[config.mk]
export PLATFORM = sky130hd
export DESIGN_NAME = ram_initiator_flat
export DESIGN_NICKNAME = d
export VERILOG_FILES = /design/src/rtl/ram_if_pkg.sv /design/src/rtl/ram_initiator_if.sv /design/src/rtl/sync2.sv /design/src/rtl/ram_initiator.sv /design/src/flat_wrapper.sv
export SDC_FILE = /design/constraint.sdc
export NUM_CORES = 1
export LEC_CHECK = 0
export CORE_MARGIN = 2
export CORE_UTILIZATION = 38
export CTS_BUF_LIST = sky130_fd_sc_hd__clkbuf_8
export CTS_CLUSTER_SIZE = 16
export DETAILED_ROUTE_END_ITERATION = 10
export PLACE_DENSITY_LB_ADDON = 0.08
export SLEW_MARGIN = 20
export SYNTH_ARGS = -nofsm -noshare
export SYNTH_HDL_FRONTEND = slang
export SYNTH_HIERARCHICAL = 1
export SYNTH_SLANG_ARGS = --single-unit
[constraint.sdc]
create_clock -name clkIn -period 1.83 [get_ports clkIn]
set_input_delay 0.366 -clock clkIn [delete_from_list [all_inputs] [get_ports clkIn]]
set_output_delay 0.366 -clock clkIn [all_outputs]
set_load 0.05 [all_outputs]
[src/rtl/ram_if_pkg.sv]
// Shared definitions for the trigger/ready RAM initiator: FSM states,
// default timing constants and bus direction encoding.
package ram_if_pkg;

  typedef enum logic [1:0] {
    IDLE,
    SETUP,
    WAIT,
    RESP
  } state_t;

  localparam int unsigned MIN_WAIT_DEF = 4;
  localparam int unsigned TIMEOUT_DEF  = 255;

  localparam logic RW_READ  = 1'b0;
  localparam logic RW_WRITE = 1'b1;

endpackage

[src/rtl/ram_initiator_if.sv]
// Core request/response channel plus RAM bus, grouped for the initiator.
interface ram_initiator_if;

  logic        reqValidIn;
  logic        reqReadyOut;
  logic        reqRwIn;
  logic [31:0] reqAddrIn;
  logic [31:0] reqDataIn;

  logic        respValidOut;
  logic        respReadyIn;
  logic [31:0] respDataOut;
  logic        respErrOut;

  logic [31:0] memAddrOut;
  logic [31:0] memDataOut;
  logic        memRwOut;
  logic        memTriggerOut;
  logic [31:0] memDataIn;
  logic        memReadyIn;

  modport master (
    input  reqValidIn, reqRwIn, reqAddrIn, reqDataIn, respReadyIn,
           memDataIn, memReadyIn,
    output reqReadyOut, respValidOut, respDataOut, respErrOut,
           memAddrOut, memDataOut, memRwOut, memTriggerOut
  );

  modport slave (
    output reqValidIn, reqRwIn, reqAddrIn, reqDataIn, respReadyIn,
           memDataIn, memReadyIn,
    input  reqReadyOut, respValidOut, respDataOut, respErrOut,
           memAddrOut, memDataOut, memRwOut, memTriggerOut
  );

endinterface

[src/rtl/sync2.sv]
// Generic two-flop synchronizer, asynchronously cleared to zero.
module sync2 #(
  parameter int unsigned WIDTH = 1
) (
  input  logic             clkIn,
  input  logic             rstNIn,
  input  logic [WIDTH-1:0] dIn,
  output logic [WIDTH-1:0] qOut
);

  logic [WIDTH-1:0] meta;

  always_ff @(posedge clkIn or negedge rstNIn) begin
    if (!rstNIn) begin
      meta <= '0;
      qOut <= '0;
    end else begin
      meta <= dIn;
      qOut <= meta;
    end
  end

endmodule

[src/rtl/ram_initiator.sv]
// Initiator for the two-phase trigger/ready RAM: one outstanding access,
// trigger toggle per access, timeout-protected wait on synchronized ready.
module ram_initiator
  import ram_if_pkg::*;
#(
  parameter int unsigned MIN_WAIT = MIN_WAIT_DEF,
  parameter int unsigned TIMEOUT  = TIMEOUT_DEF
) (
  input logic             clkIn,
  input logic             rstNIn,
  ram_initiator_if.master bus
);

  localparam int unsigned CW = $clog2(TIMEOUT + 1);
  typedef logic [CW-1:0] cnt_t;

  localparam cnt_t CNT_MIN  = cnt_t'(MIN_WAIT - 1);
  localparam cnt_t CNT_LAST = cnt_t'(TIMEOUT - 1);
  localparam cnt_t CNT_SAT  = cnt_t'(TIMEOUT);

  state_t      state, stateNext;
  cnt_t        cnt, cntNext;
  logic [31:0] addrR, addrNext;
  logic [31:0] wdataR, wdataNext;
  logic        rwR, rwNext;
  logic        trigR, trigNext;
  logic [31:0] rdataR, rdataNext;
  logic        errR, errNext;
  logic        readySync;

  // Ready is asynchronous to clkIn; nothing else may look at the raw level.
  sync2 #(.WIDTH(1)) uSyncReady (
    .clkIn  (clkIn),
    .rstNIn (rstNIn),
    .dIn    (bus.memReadyIn),
    .qOut   (readySync)
  );

  always_ff @(posedge clkIn or negedge rstNIn) begin
    if (!rstNIn) begin
      state  <= IDLE;
      cnt    <= '0;
      addrR  <= '0;
      wdataR <= '0;
      rwR    <= RW_READ;
      trigR  <= 1'b0;
      rdataR <= '0;
      errR   <= 1'b0;
    end else begin
      state  <= stateNext;
      cnt    <= cntNext;
      addrR  <= addrNext;
      wdataR <= wdataNext;
      rwR    <= rwNext;
      trigR  <= trigNext;
      rdataR <= rdataNext;
      errR   <= errNext;
    end
  end

  always_comb begin
    stateNext = state;
    cntNext   = cnt;
    addrNext  = addrR;
    wdataNext = wdataR;
    rwNext    = rwR;
    trigNext  = trigR;
    rdataNext = rdataR;
    errNext   = errR;
    unique case (state)
      IDLE: begin
        if (bus.reqValidIn) begin
          addrNext  = bus.reqAddrIn;
          wdataNext = bus.reqDataIn;
          rwNext    = bus.reqRwIn;
          stateNext = SETUP;
        end
      end
      SETUP: begin
        trigNext  = ~trigR;
        cntNext   = '0;
        stateNext = WAIT;
      end
      WAIT: begin
        if (cnt != CNT_SAT) cntNext = cnt + 1'b1;
        // Ready sampled before the flush window may be left over from the previous access.
        if ((cnt >= CNT_MIN) && readySync) begin
          rdataNext = (rwR == RW_READ) ? bus.memDataIn : '0;
          errNext   = 1'b0;
          stateNext = RESP;
        end else if (cnt == CNT_LAST) begin
          rdataNext = '0;
          errNext   = 1'b1;
          stateNext = RESP;
        end
      end
      RESP: begin
        if (bus.respReadyIn) stateNext = IDLE;
      end
      default: stateNext = IDLE;
    endcase
  end

  assign bus.reqReadyOut   = (state == IDLE);
  assign bus.respValidOut  = (state == RESP);
  assign bus.respDataOut   = rdataR;
  assign bus.respErrOut    = errR;
  assign bus.memAddrOut    = addrR;
  assign bus.memDataOut    = wdataR;
  assign bus.memRwOut      = rwR;
  assign bus.memTriggerOut = trigR;

endmodule

[src/flat_wrapper.sv]
// flat-port wrapper written by rule: the top's interface ports become plain ports
module ram_initiator_flat import ram_if_pkg::*;
#(
  parameter int unsigned MIN_WAIT = MIN_WAIT_DEF,
  parameter int unsigned TIMEOUT  = TIMEOUT_DEF
)
  (clkIn, rstNIn, bus_reqValidIn, bus_reqRwIn, bus_reqAddrIn, bus_reqDataIn, bus_respReadyIn, bus_memDataIn, bus_memReadyIn, bus_reqReadyOut, bus_respValidOut, bus_respDataOut, bus_respErrOut, bus_memAddrOut, bus_memDataOut, bus_memRwOut, bus_memTriggerOut);
  ram_initiator_if bus_i ();
  input logic clkIn;
  input logic rstNIn;
  input wire logic [$bits(bus_i.reqValidIn)-1:0] bus_reqValidIn;
  input wire logic [$bits(bus_i.reqRwIn)-1:0] bus_reqRwIn;
  input wire logic [$bits(bus_i.reqAddrIn)-1:0] bus_reqAddrIn;
  input wire logic [$bits(bus_i.reqDataIn)-1:0] bus_reqDataIn;
  input wire logic [$bits(bus_i.respReadyIn)-1:0] bus_respReadyIn;
  input wire logic [$bits(bus_i.memDataIn)-1:0] bus_memDataIn;
  input wire logic [$bits(bus_i.memReadyIn)-1:0] bus_memReadyIn;
  output wire logic [$bits(bus_i.reqReadyOut)-1:0] bus_reqReadyOut;
  output wire logic [$bits(bus_i.respValidOut)-1:0] bus_respValidOut;
  output wire logic [$bits(bus_i.respDataOut)-1:0] bus_respDataOut;
  output wire logic [$bits(bus_i.respErrOut)-1:0] bus_respErrOut;
  output wire logic [$bits(bus_i.memAddrOut)-1:0] bus_memAddrOut;
  output wire logic [$bits(bus_i.memDataOut)-1:0] bus_memDataOut;
  output wire logic [$bits(bus_i.memRwOut)-1:0] bus_memRwOut;
  output wire logic [$bits(bus_i.memTriggerOut)-1:0] bus_memTriggerOut;
  assign bus_i.reqValidIn = bus_reqValidIn;
  assign bus_i.reqRwIn = bus_reqRwIn;
  assign bus_i.reqAddrIn = bus_reqAddrIn;
  assign bus_i.reqDataIn = bus_reqDataIn;
  assign bus_i.respReadyIn = bus_respReadyIn;
  assign bus_i.memDataIn = bus_memDataIn;
  assign bus_i.memReadyIn = bus_memReadyIn;
  assign bus_reqReadyOut = bus_i.reqReadyOut;
  assign bus_respValidOut = bus_i.respValidOut;
  assign bus_respDataOut = bus_i.respDataOut;
  assign bus_respErrOut = bus_i.respErrOut;
  assign bus_memAddrOut = bus_i.memAddrOut;
  assign bus_memDataOut = bus_i.memDataOut;
  assign bus_memRwOut = bus_i.memRwOut;
  assign bus_memTriggerOut = bus_i.memTriggerOut;
  ram_initiator #(.MIN_WAIT(MIN_WAIT), .TIMEOUT(TIMEOUT)) u_core (.clkIn(clkIn), .rstNIn(rstNIn), .bus(bus_i));
endmodule
==> flow_summary_export.csv <==
group,metric,value,unit
sta,timing.final.setup_violations,0,
cts,ctsLongestPathBuffers,2,
routing,drt-wirelength-per-cell,16.2,um
critical_path,critPathLaunchType,"flop",
critical_path,r2r_start,"u_core/cnt[0]$_DFFE_PN0P_",
critical_path,reg2reg_depth,6,
routing,highest_layer,"met4",
layout,post_route_cells_drive_above_1_share,47.1,%
critical_path,regToRegEndpoint,"u_core/bus.respDataOut[9]$_DFFE_PN0P_",
flow_run,maxCapViolCount,0,
placed_design,portBuffers,202,
cts,clock_sinks,111,
sta,slew-limit-headroom,72.4,%
routing,postRouteAntennaNets,0,
critical_path,worst_setup_ep_type,"flop",
synthesis,synth_flop_cell,"sky130_fd_sc_hd__dfrtp_1",
cts,cts.repair_timing.setup_buffer_count,0,
synthesis,post_synth_inst_count,287,
synthesis,post_synth.cell_area_avg,15.3,um^2
cts,clk_transition_reported_paths,100,ps
cts,htree_levels,3,
global_route,groute.usage.overall,17.1,%
min_path,hp-class,"flop to flop",
floorplanning,design.portCount,203,
routing,vias_per_cell,4.85,
synthesis,syn_area,4390,um^2
global_route,grt_first_pass_wirelength,16.9,mm
layout,n_antenna_cell,0,
layout,num-nets-final,609,
floorplanning,die_span_y,111,um
cts,cts-buffers-inserted,9,
sta,max_freq,593,MHz
critical_path,worst-path-max-fanout,32,
layout,register_area,2780,um^2
floorplanning,overall_die_width,111,um
sta,unrepaired_setup_endpoints_after_global_routing,"false",
routing,remaining_drc_errors,0,
global_route,grt_start_max_net_pins,45,
global_route,grt-ovfl-total,0,
global_route,antenna_found_initial,0,
floorplanning,fp.coreArea,11300,um^2
global_route,vias_in_the_first_global_route,3378,
layout,layout-area-overhead-vs-synth,51.6,%
synthesis,synth.ff_latch_count,111,
sta,clock_skew,10.6,ps
min_path,start_point_of_the_worst_min_delay_path,"u_core/uSyncReady/meta$_DFF_PN0_",
pwr,peak_supply_drop,1030,uV
cts,tritoncts,"yes",
placed_design,placement.cell_area,6420,um^2
sta,totalNegativeSetupSlack,0,ps
synthesis,netlist-cell-type-count,34,
sta,period_minus_slack,1690,ps
synthesis,synth-edff-count,0,
routing,drt_first_iter_violations,158,
synthesis,mappedNetlistNets,395,
pwr,leakage,3.11,nW
critical_path,timing.critical_path.required,2090,ps
critical_path,crit_arrival,1950,ps
floorplanning,fp.dieArea,12400,um^2
synthesis,synthArstFlopShare,100,%
placed_design,dp.final_hpwl,7.81,mm
layout,layout.filler_cells,948,
sta,tightestPinTransition,414,ps
routing,m1WireLength,4.44,mm
synthesis,synth.yosys.seq_area_share,63.3,%
min_path,hold_path_depth,0,
status,result_of_the_run,"finished, final reports clean",
cts,clk-insertion-delay-late,370,ps
floorplanning,placementRows,39,
sta,post-route-period-util,92.1,%
sta,final-hold-violation-count,0,
cts,cts_root_buf,"sky130_fd_sc_hd__clkbuf_8",
critical_path,worst-r2r-setup-slack,140,ps
min_path,holdPathEnd,"u_core/uSyncReady/qOut$_DFF_PN0_",
routing,met3WireLength,841,um
placed_design,globalplace.congestion,0.749,
routing,drt_total_wl,10.5,mm
synthesis,synth.yosys.warnings,6,
routing,drt_pre_antenna_iters,4,
floorplanning,initial_core_util,38.8,%
pwr,power_density,2110,nW/um^2
layout,multi_input_area,1490,um^2
layout,final_std_cell_area_no_fill,6650,um^2
sta,finalMaxSlewViolations,0,
critical_path,critical_path_class,"flop to flop",
routing,vias,3146,
routing,dr_wl_met2,4.96,mm
## registers in the layout, summed over array words and instances, names as in the netlist
register / cells
u_core/bus.respDataOut: 32
u_core/cnt: 8
u_core/state: 2
u_core/bus.memAddrOut: 32
u_core/bus.memTriggerOut: 1
u_core/bus.memDataOut: 32
u_core/uSyncReady/meta: 1
u_core/bus.respErrOut: 1
u_core/bus.memRwOut: 1
u_core/uSyncReady/qOut: 1
## cell families after synthesis
logic type	after synthesis	synth area share, %
flops	111	63.3
mux	68	17.4
compound gates	51	10.3
simple gates	28	3.74
buf+inv	21	3.17
fa+ha+maj	6	1.71
xor+xnor	2	0.399
## worst max path at each step
stage / cells past startpoint / endpoint / slack (ps) / from
2_1_floorplan: 6 / u_core/bus.memAddrOut[10]$_DFFE_PN0P_ / 9 / u_core/state[0]$_DFFE_PN0P_
3_3_place_gp: 5 / u_core/state[1]$_DFFE_PN0P_ / 100 / u_core/cnt[0]$_DFFE_PN0P_
3_5_place_dp: 5 / u_core/state[1]$_DFFE_PN0P_ / 70 / u_core/cnt[1]$_DFFE_PN0P_
4_1_cts: 5 / u_core/state[1]$_DFFE_PN0P_ / 40 / u_core/cnt[0]$_DFFE_PN0P_
5_1_grt: 5 / u_core/state[1]$_DFFE_PN0P_ / 20 / u_core/cnt[0]$_DFFE_PN0P_
6_report: 6 / u_core/bus.respDataOut[9]$_DFFE_PN0P_ / 140 / u_core/cnt[0]$_DFFE_PN0P_
## worst max-delay path, cell delays in order (launching register included)
cell and delay (ps):
sky130_fd_sc_hd__dfrtp_1 390, sky130_fd_sc_hd__ha_1 260, sky130_fd_sc_hd__nor4_2 180, sky130_fd_sc_hd__a21boi_2 130
sky130_fd_sc_hd__nor3b_4 180, sky130_fd_sc_hd__buf_12 170, sky130_fd_sc_hd__a22o_2 270
## timing repair
action | 4_1_cts | 5_1_grt
hold buffers | 1 | 0
endpoints found under the setup margin | 0 | 3
gates resized for setup | 0 | 2
endpoints found under the hold margin | 29 | 0
## per-stage QoR
step	hold WS, ps	std cells	util [%]	setup slack [ps]	power [mW]
after global placement	327	632	56.7	103	12.5
after global routing	385	648	58.7	19.0	14.7
final	368	648	58.7	144	14.0
after CTS	375	648	58.6	42.4	14.2
after detailed placement	328	632	56.7	66.5	12.6
after floorplan	70.4	287	-	8.60	9.85
## power by group
part	internal (mW)	total, mW	switching [mW]
Combinational	3.02	8.33	5.31
Clock	0.706	1.51	0.807
Sequential	3.56	4.16	0.600
Total	7.29	14.0	6.72
## Yosys cell counts (2+ instances only)
master | instances | area, um^2
sky130_fd_sc_hd__dfrtp_1 | 111 | 2780
sky130_fd_sc_hd__mux2_2 | 66 | 743
sky130_fd_sc_hd__a22o_2 | 28 | 280
sky130_fd_sc_hd__a21oi_1 | 7 | 35.0
sky130_fd_sc_hd__buf_6 | 7 | 78.8
sky130_fd_sc_hd__nand2_1 | 7 | 26.3
sky130_fd_sc_hd__buf_2 | 6 | 30.0
sky130_fd_sc_hd__ha_1 | 6 | 75.1
sky130_fd_sc_hd__inv_1 | 6 | 22.5
sky130_fd_sc_hd__nor2_1 | 6 | 22.5
sky130_fd_sc_hd__a22o_1 | 4 | 35.0
sky130_fd_sc_hd__nand3_1 | 4 | 20.0
sky130_fd_sc_hd__a31oi_1 | 2 | 12.5
sky130_fd_sc_hd__and4_4 | 2 | 22.5
sky130_fd_sc_hd__clkbuf_1 | 2 | 7.51
sky130_fd_sc_hd__mux2i_1 | 2 | 20.0
sky130_fd_sc_hd__nor2b_1 | 2 | 12.5
sky130_fd_sc_hd__nor3_1 | 2 | 10.0
sky130_fd_sc_hd__o31ai_1 | 2 | 15.0
## cell type report
| type | count | share of cell area [%] |
|---|---|---|
| tap | 143 | 2.69 |
| clock buffer | 11 | 2.28 |
| sequential | 111 | 41.8 |
| clock inverter | 4 | 0.828 |
| multi-input combinational | 155 | 22.4 |
| timing repair buffer | 218 | 29.7 |
| inverter | 6 | 0.339 |
## placed cells by master (no fill, tap or decap), types with 6 or more instances in the layout
| master | instances |
|---|---|
| sky130_fd_sc_hd__a21oi_1 | 7 |
| sky130_fd_sc_hd__a22o_2 | 28 |
| sky130_fd_sc_hd__buf_12 | 7 |
| sky130_fd_sc_hd__buf_4 | 110 |
| sky130_fd_sc_hd__clkbuf_8 | 11 |
| sky130_fd_sc_hd__clkdlybuf4s50_1 | 100 |
| sky130_fd_sc_hd__dfrtp_1 | 111 |
| sky130_fd_sc_hd__inv_1 | 6 |
| sky130_fd_sc_hd__mux2_2 | 66 |
| sky130_fd_sc_hd__nand2_1 | 6 |
| sky130_fd_sc_hd__nor2_1 | 6 |
## layer usage
metal,track usage (%),vias to the layer above
met5,0,-
met4,7.24,0
met3,5.55,17
met2,27.5,131
met1,21.4,1532
li1,-,1466
Power figures use the tool's default switching activity.
